===== src/rtl/cpu_pkg.sv =====
// Shared CPU constants and the fetch-queue entry layout.
package cpu_pkg;

  localparam int          WORD_W           = 32;
  localparam int          INSTR_BYTES      = 4;
  localparam logic [31:0] RESET_PC_DEFAULT = 32'h0000_0000;
  localparam logic [31:0] ALIGN_MASK       = 32'hFFFF_FFFC;

  // One queued fetch: the byte address it came from and the word returned.
  typedef struct packed {
    logic [WORD_W-1:0] pc;
    logic [WORD_W-1:0] instr;
  } fetch_entry_t;

  // Force a byte address onto an instruction-word boundary.
  function automatic logic [WORD_W-1:0] align_word(input logic [WORD_W-1:0] addr);
    return addr & ALIGN_MASK;
  endfunction

endpackage


===== src/rtl/fetch_queue.sv =====
// In-order FIFO of fetched entries with push/pop, a one-cycle flush and an
// occupancy count. The head output reads as zero while the queue is empty.
module fetch_queue #(
  parameter int DEPTH   = 2,
  parameter int ENTRY_W = 64
) (
  input  logic                     clk,
  input  logic                     rst_n,
  input  logic                     push,
  input  logic                     pop,
  input  logic                     flush,
  input  logic [ENTRY_W-1:0]       din,
  output logic [ENTRY_W-1:0]       dout,
  output logic [$clog2(DEPTH):0]   count,
  output logic                     valid,
  output logic                     full
);

  localparam int                PW       = $clog2(DEPTH);
  localparam int                CW       = PW + 1;
  localparam logic [CW-1:0]     FULL_CNT = CW'(DEPTH);

  logic [ENTRY_W-1:0] mem [DEPTH];
  logic [PW-1:0]      rd_ptr;
  logic [PW-1:0]      wr_ptr;

  assign valid = (count != '0);
  assign full  = (count == FULL_CNT);
  assign dout  = valid ? mem[rd_ptr] : '0;

  // Entry storage; contents are meaningless until counted in, so no reset.
  always_ff @(posedge clk) begin
    if (push && !flush) mem[wr_ptr] <= din;
  end

  // Pointers and occupancy; flush empties the queue and rewinds both pointers.
  always_ff @(posedge clk or negedge rst_n) begin
    if (!rst_n) begin
      rd_ptr <= '0;
      wr_ptr <= '0;
      count  <= '0;
    end else if (flush) begin
      rd_ptr <= '0;
      wr_ptr <= '0;
      count  <= '0;
    end else begin
      if (push) wr_ptr <= wr_ptr + PW'(1);
      if (pop)  rd_ptr <= rd_ptr + PW'(1);
      case ({push, pop})
        2'b10:   count <= count + CW'(1);
        2'b01:   count <= count - CW'(1);
        default: count <= count;
      endcase
    end
  end

endmodule


===== src/rtl/instr_fetch_unit.sv =====
// Instruction fetch: owns the PC, reads the combinational instruction memory,
// queues returned words in order and hands them to decode with valid/ready.
// A redirect flushes the queue and reloads the PC with the aligned target.
module instr_fetch_unit
  import cpu_pkg::*;
#(
  parameter int          DEPTH    = 2,
  parameter logic [31:0] RESET_PC = RESET_PC_DEFAULT
) (
  input  logic                   clk_i,
  input  logic                   rst_i,
  output logic [WORD_W-1:0]      pc_addr_o,
  input  logic [WORD_W-1:0]      instr_i,
  output logic                   valid_o,
  input  logic                   ready_i,
  output logic [WORD_W-1:0]      instr_o,
  output logic [WORD_W-1:0]      pc_o,
  input  logic                   redirect_i,
  input  logic [WORD_W-1:0]      redirect_pc_i,
  output logic [$clog2(DEPTH):0] count_o
);

  logic [WORD_W-1:0] pc_q;
  logic              deq;
  logic              enq;
  logic              q_full;
  fetch_entry_t      wr_entry;
  fetch_entry_t      head_entry;

  assign pc_addr_o = pc_q;
  assign deq       = valid_o & ready_i;
  // A full queue can still take a fetch when its head leaves this cycle.
  assign enq       = !redirect_i & (!q_full | deq);

  assign wr_entry.pc    = pc_q;
  assign wr_entry.instr = instr_i;
  assign pc_o           = head_entry.pc;
  assign instr_o        = head_entry.instr;

  // Program counter: redirect wins, otherwise step one word per accepted fetch.
  always_ff @(posedge clk_i or negedge rst_i) begin
    if (!rst_i) begin
      pc_q <= RESET_PC;
    end else if (redirect_i) begin
      pc_q <= align_word(redirect_pc_i);
    end else if (enq) begin
      pc_q <= pc_q + WORD_W'(INSTR_BYTES);
    end
  end

  fetch_queue #(
    .DEPTH   (DEPTH),
    .ENTRY_W (2 * WORD_W)
  ) u_queue (
    .clk   (clk_i),
    .rst_n (rst_i),
    .push  (enq),
    .pop   (deq),
    .flush (redirect_i),
    .din   (wr_entry),
    .dout  (head_entry),
    .count (count_o),
    .valid (valid_o),
    .full  (q_full)
  );

endmodule


===== config.mk =====
export PLATFORM = sky130hd
export DESIGN_NAME = instr_fetch_unit
export DESIGN_NICKNAME = d
export VERILOG_FILES = /design/src/rtl/cpu_pkg.sv /design/src/rtl/fetch_queue.sv /design/src/rtl/instr_fetch_unit.sv
export SDC_FILE = /design/constraint.sdc
export NUM_CORES = 1
export LEC_CHECK = 0
export CAP_MARGIN = 20
export CORE_MARGIN = 1.5
export CORE_UTILIZATION = 45
export DETAILED_ROUTE_END_ITERATION = 6
export DONT_BUFFER_PORTS = 1
export GPL_ROUTABILITY_DRIVEN = 0
export HOLD_SLACK_MARGIN = 0.03
export PLACE_DENSITY = 0.68
export RECOVER_POWER = 25
export REMOVE_ABC_BUFFERS = 1
export SYNTH_ARGS = -nofsm -noshare
export SYNTH_HDL_FRONTEND = slang
export SYNTH_SLANG_ARGS = --single-unit
export TNS_END_PERCENT = 30

===== constraint.sdc =====
create_clock -name clk_i -period 5.9 [get_ports clk_i]
set_clock_uncertainty 0.15 [all_clocks]
set_input_delay 1.18 -clock clk_i [delete_from_list [all_inputs] [get_ports clk_i]]
set_output_delay 1.18 -clock clk_i [all_outputs]
set_load 0.01 [all_outputs]

==> impl_metrics.ini, run 1 <==
[power]
swShare_pct = 25.2
max-vdd-ir-drop_mv = 0.164
p_leak_uw = 0.00252
p_int_uw = 2010
p_comb_share_pct = 9.8
p_switching_uw = 677
power_frac_clock_pct = 38.1
seqPwrFrac_pct = 52.1
p_per_area_nw_per_um2 = 368
total_power_uw = 2680

[worst_setup_path]
cp_max_fo = 34
worstSetupPathType = register to output pin
required_ns = 4.57
worst_ep_arrival_time_ns = 2.24
worst_setup_path_end_kind = output pin
critPathLaunchType = register

[cts]
post_cts_buffers = 0
ctsResizeCount = 0
root_buffer = clkbuf_16
cts_hold_buf = 0
clkTransAtPathRegs_ns = 0.06
cts_tree = built
cts_made_buffers = 17
clock_sinks = 158
h-tree-depth = 4
cts.path.max_buffers = 2
clkLatencyLatePin_ns = 0.41

[finish]
fin_cells = 666
antenna_cells = 0
drive_gt1_share_pct = 10.1
syn_to_final_growth_pct = 11.0
postLayoutCellArea_sq_um = 7300
final_core_util_pct = 51.8
final_nets = 542

[synthesis]
yosys-top-cells-area = edfxtp_1 (57%), dfrtp_1 (13%), mux2i_1 (9.6%)
yosysSeqAreaShare_pct = 69.6
yosysTopAreaCell = edfxtp_1
synth.most_common_cell = edfxtp_1
netlist_area_sq_um = 6580
synthTopCellsByCount = edfxtp_1 (124), nor2_1 (69), mux2i_1 (63)
netlist.area_leader.share_pct = 56.6
ys.flop_type = edfxtp_1
yosys_warnings = 0
syn_avg_cell_area_sq_um = 14.0
synthArstFlopShare_pct = 21.5
synth_cell_types = 34
synthCells = 471
ys_ff_latch = 158
synth_edf_count = 124

[placement]
dp_cells = 634
post_dp_cell_area_sq_um = 6730
numPortBuffers = 0
dp_hpwl_microns = 8530

[global_routing]
globalRouteMet1Util_pct = 21.7
grt-ovfl-total = 0
grt_pass1_vias = 3588
use_met3_pct = 7.74
grt_pass1_wl_microns = 19700
grt_start_max_net_pins = 68
grt.busiest_layer = met2
antenna_found_initial = 0
grtUsageTotal_pct = 17.6
grtUsageMet2_pct = 26.8

[drt]
dr.pass1.iters = 4
drc = 0
post_drt_wl_per_cell_microns = 19.8
drt_first_iter_violations = 192
routed_wl_microns = 13200
vias = 3611
postRouteAntennaNets = 0
via_per_inst = 5.42

[timing]
max_freq_mhz = 280
period_needed_ns = 3.57
fin_crit_sh_pct = 60.6
slew-limit-headroom_pct = 56.3
finalHoldViolations = 0
worst_pin_slew_ns = 0.655
maxSlewViolCount = 0
hold_ws_ns = 0.304
rsz0062_at_grt = no
report.final.setup_viol = 0

[floorplanning]
die_h_microns = 124
dieWidth_microns = 124
ioPinCount = 167
start_util_pct = 46.6
die_area_sq_um = 15300
row_count = 43
placeableCoreArea_sq_um = 14100

[outcome]
status = finished clean

[worst_hold_path]
hp-class = input pin to async pin

[job]
cap_viol_max_count = 0
worst paths after layout:
path,start,to,slack [ns],cells past startpoint
max in group asynchronous,rst_i,u_queue.rd_ptr$_DFFE_PN0P_,5.20,0
worst max register to register,pc_addr_o[2]$_DFFE_PN0P_,pc_addr_o[28]$_DFFE_PN0P_,3.50,6
min in group clk_i,pc_addr_o[31]$_DFFE_PN0P_,u_queue.mem[1][63]$_DFFE_PP_,0.46,0
worst max-delay path,u_queue.rd_ptr$_DFFE_PN0P_,pc_o[12],2.33,3
worst min-delay path,rst_i,pc_addr_o[31]$_DFFE_PN0P_,0.30,0
worst min register to register,pc_addr_o[31]$_DFFE_PN0P_,u_queue.mem[1][63]$_DFFE_PP_,0.46,0
layout by cell type, fill, tap and decap left out, types with 2 or more instances in the layout:
| master | Yosys | routed |
|---|---|---|
| xor2_1 | 26 | 26 |
| clkinvlp_4 | 0 | 5 |
| inv_1 | 3 | 3 |
| clkbuf_1 | 11 | 3 |
| nand3_2 | 2 | 2 |
| nor2_2 | 3 | 3 |
| buf_4 | 4 | 6 |
| nand2_1 | 40 | 40 |
| o21ai_0 | 19 | 19 |
| nor2_1 | 69 | 68 |
| nor4_4 | 2 | 2 |
| clkbuf_16 | 0 | 20 |
| dfrtp_1 | 34 | 33 |
| clkinv_2 | 0 | 4 |
| conb_1 | 1 | 4 |
| o21ai_1 | 10 | 10 |
| nor2b_1 | 3 | 3 |
| xnor2_1 | 5 | 5 |
| edfxtp_1 | 124 | 124 |
| mux2i_1 | 63 | 63 |
| and3_1 | 3 | 3 |
| nand4_1 | 10 | 10 |
| nand3_1 | 15 | 15 |
worst max-delay path, cell delays in order, from the launching register on:
cell and delay (ns):
dfrtp_4 0.85, buf_4 0.55, mux2i_1 0.15, nor2_1 0.27
routing by layer:
layer / share of wire, % / up-vias
met1: 41 / 1756
met3: 10 / 22
met5: 0 / -
met2: 46 / 139
met4: 2.5 / 0
li1: - / 1694
cell type report:
class	count	area [sq um]
inverters	3	11.3
flip-flops and latches	158	4580
well taps	180	225
fillers	1226	6800
clock buffers	23	512
clock inverters	9	57.6
multi-input cells	287	1870
repair buffers	6	45.0
flip-flops by register name, indices dropped and copies added, names as in the netlist:
| name | count |
|---|---|
| u_queue.mem | 124 |
| pc_addr_o | 30 |
| u_queue.count | 2 |
| u_queue.rd_ptr | 1 |
| u_queue.wr_ptr | 1 |
power by group through the flow:
stage               sequential [uW]  clock, uW  combinational (uW)
floorplan                      1410          0                 210
global placement               1420          0                 261
detailed placement             1420          0                 267
CTS                            1400       1050                 268
global route                   1410       1100                 294
finish                         1400       1020                 262
logic make-up after synthesis:
kind of cell,share of synthesized area (%)
AND/OR/NAND/NOR,11.6
flip-flops,69.6
adder cells (fa/ha/maj),0.190
other,0.0570
AO/OA/AOI/OAI,2.40
multiplexers,9.59
XOR/XNOR,4.13
buffers and inverters,2.47
through the flow:
| step | setup WS (ns) | TNS [ns] |
|---|---|---|
| 6_report | 2.33 | 0 |
| 5_1_grt | 2.15 | 0 |
| 4_1_cts | 2.24 | 0 |
| 3_5_place_dp | 2.73 | 0 |
| 3_3_place_gp | 2.76 | 0 |
| 2_1_floorplan | -0.638 | -59.19 |
Note: power is estimated with default switching activity, not from simulation.
==> run 2: changes to the inputs <==
--- a/config.mk
+++ b/config.mk
@@ -12,7 +12,7 @@
 export DONT_BUFFER_PORTS = 1
 export GPL_ROUTABILITY_DRIVEN = 0
 export HOLD_SLACK_MARGIN = 0.03
-export PLACE_DENSITY = 0.68
+export PLACE_DENSITY = 0.66
 export RECOVER_POWER = 25
 export REMOVE_ABC_BUFFERS = 1
 export SYNTH_ARGS = -nofsm -noshare
==> constraint.sdc (replaced) <==
create_clock -name clk_i -period 3.55 [get_ports clk_i]
set_clock_uncertainty 0.15 [all_clocks]
set_input_delay 0.71 -clock clk_i [delete_from_list [all_inputs] [get_ports clk_i]]
set_output_delay 0.71 -clock clk_i [all_outputs]
set_load 0.01 [all_outputs]
==> run 2 against run 1 <==
- final area rose by 0.77%
- cell count rose by 0.90%
- core utilization rose by 0.40 points
- sequential power rose by 65%
- non-clock buffer count rose by 6
- via count fell by 0.39%
- critical path depth did not move
- flip-flop and latch count did not move
- hold slack got worse by 0.095 ns
==> impl_metrics.ini, run 2 (synthesis results as in run 1) <==
[outcome]
status = finished clean

[cts]
ctsResizeCount = 0
cts_tree = built
h-tree-depth = 4
cts.path.max_buffers = 2
clkLatencyLatePin_ns = 0.42
root_buffer = clkbuf_16
clkTransAtPathRegs_ns = 0.06
clock_sinks = 158
cts_made_buffers = 17

[placement]
dp_cells = 638
pre_cts_slack_ns = 1.16
dp_hpwl_microns = 8590
numPortBuffers = 0

[drt]
post_drt_wl_per_cell_microns = 19.1
vias = 3597
drt_first_iter_violations = 191
drc = 0
postRouteAntennaNets = 0
dr.pass1.iters = 4
routed_wl_microns = 12800
via_per_inst = 5.35

[worst_setup_path]
cp_max_fo = 41
ff2ff_path_depth = 4
cpMaxStageDelayCell = nor2_4
cp_top_family = simple AND/OR/NAND/NOR gates
critPathLaunchType = register
cp_cell_sequence = nor2_4 > buf_12 > nor2_1
cp_num_cells = 3
max_stage_delay_ns = 0.54
worst_setup_path_end_kind = output pin
worstSetupPathType = register to output pin
r2r_start = u_queue.count[1]$_DFFE_PN0P_
required_ns = 2.69
worst_ep_arrival_time_ns = 1.93
worst-path-buf-inv = 1
worst_setup_path_startpoint = u_queue.count[0]$_DFFE_PN0P_

[power]
p_per_area_nw_per_um2 = 606
max-vdd-ir-drop_mv = 0.280
p_leak_uw = 0.00255

[worst_hold_path]
worstHoldPathCells = 1
min_from = redirect_i
hp-class = input pin to register

[timing]
rsz0062_at_grt = no
max_freq_mhz = 359
finalHoldViolations = 0
period_needed_ns = 2.79
fin_crit_sh_pct = 78.5
hold_ws_ns = 0.209
worst_pin_slew_ns = 0.679
maxSlewViolCount = 0
slew-limit-headroom_pct = 54.4
finalWorstSetupSlack_ns = 0.763
report.final.setup_viol = 0

[floorplanning]
die_h_microns = 124
die_area_sq_um = 15300
row_count = 43
placeableCoreArea_sq_um = 14100
ioPinCount = 167
dieWidth_microns = 124
start_util_pct = 46.6

[global_routing]
globalRouteMet1Util_pct = 20.8
grt_pass1_wl_microns = 19500
grtUsageMet2_pct = 27.3
antenna_found_initial = 0
grt_pass1_vias = 3592
grtUsageTotal_pct = 17.5
grt.busiest_layer = met2
use_met3_pct = 8.75
grt_start_max_net_pins = 68
grt-ovfl-total = 0

[finish]
nFillCells = 1229
largest_register_ffs = 124
final_nets = 548
final_core_util_pct = 52.2
layout_common_cells = edfxtp_1 (124), nor2_1 (68), mux2i_1 (63)
antenna_cells = 0
top_register = u_queue.mem
drive_gt1_share_pct = 11.0
final_common_cell = edfxtp_1
syn_to_final_growth_pct = 11.8
fin_cells = 672

[job]
cap_viol_max_count = 0
[run 2: cell count changes in the layout (fill, tap and decap cells not counted), moves of 2 or more]
cell | previous run | this run
inv_6 | 0 | 3
clkbuf_16 | 20 | 17
buf_12 | 0 | 2
buf_4 | 6 | 8
clkinv_2 | 4 | 2
[run 2: what timing repair did]
item,4_1_cts,5_1_grt
hold endpoints to repair,34,0
hold buffers,2,0
endpoints found under the setup margin,0,0
setup buffers,0,0
[run 2: stage by stage]
| stage | TNS, ns | power, uW | instance area [sq um] |
|---|---|---|---|
| 3_3_place_gp | 0 | 2800 | 6760 |
| 4_1_cts | 0 | 4510 | 7350 |
| 2_1_floorplan | -293.69 | 2700 | 6430 |
| 5_1_grt | 0 | 4660 | 7350 |
| 6_report | 0 | 4460 | 7350 |
| 3_5_place_dp | 0 | 2820 | 6770 |
[run 2: area by class of cell]
class                      count  area (sq um)  area share, %
sequential                   158          4580           62.3
inverter                       3          11.3          0.153
clock inverter                13           116           1.58
timing repair buffer          12           121           1.65
clock buffer                  19           433           5.89
tap                          180           225           3.06
multi-input combinational    287          1870           25.4
[run 2: routing by layer]
layer  vias to the layer above  wire (microns)
li1                       1700               -
met1                      1760            5220
met2                       127            6070
met3                        10            1400
met4                         0             157
met5                         -               0
[run 2: final timing paths]
| kind | end | slack [ns] |
|---|---|---|
| worst max register to register | u_queue.mem[0][58]$_DFFE_PP_ | 1.26 |
| worst min-delay path | u_queue.count[1]$_DFFE_PN0P_ | 0.21 |
| worst min register to register | u_queue.wr_ptr$_DFFE_PN0P_ | 0.44 |
| min in group asynchronous | pc_addr_o[15]$_DFFE_PN0P_ | 0.60 |
| max in group asynchronous | u_queue.rd_ptr$_DFFE_PN0P_ | 2.44 |
| worst max-delay path | pc_o[12] | 0.76 |
[run 2: where the power goes]
group          internal, uW  leakage, uW  switching (uW)
logic                   163     0.000714             309
registers              2170      0.00158             140
clock network           964     0.000254             710
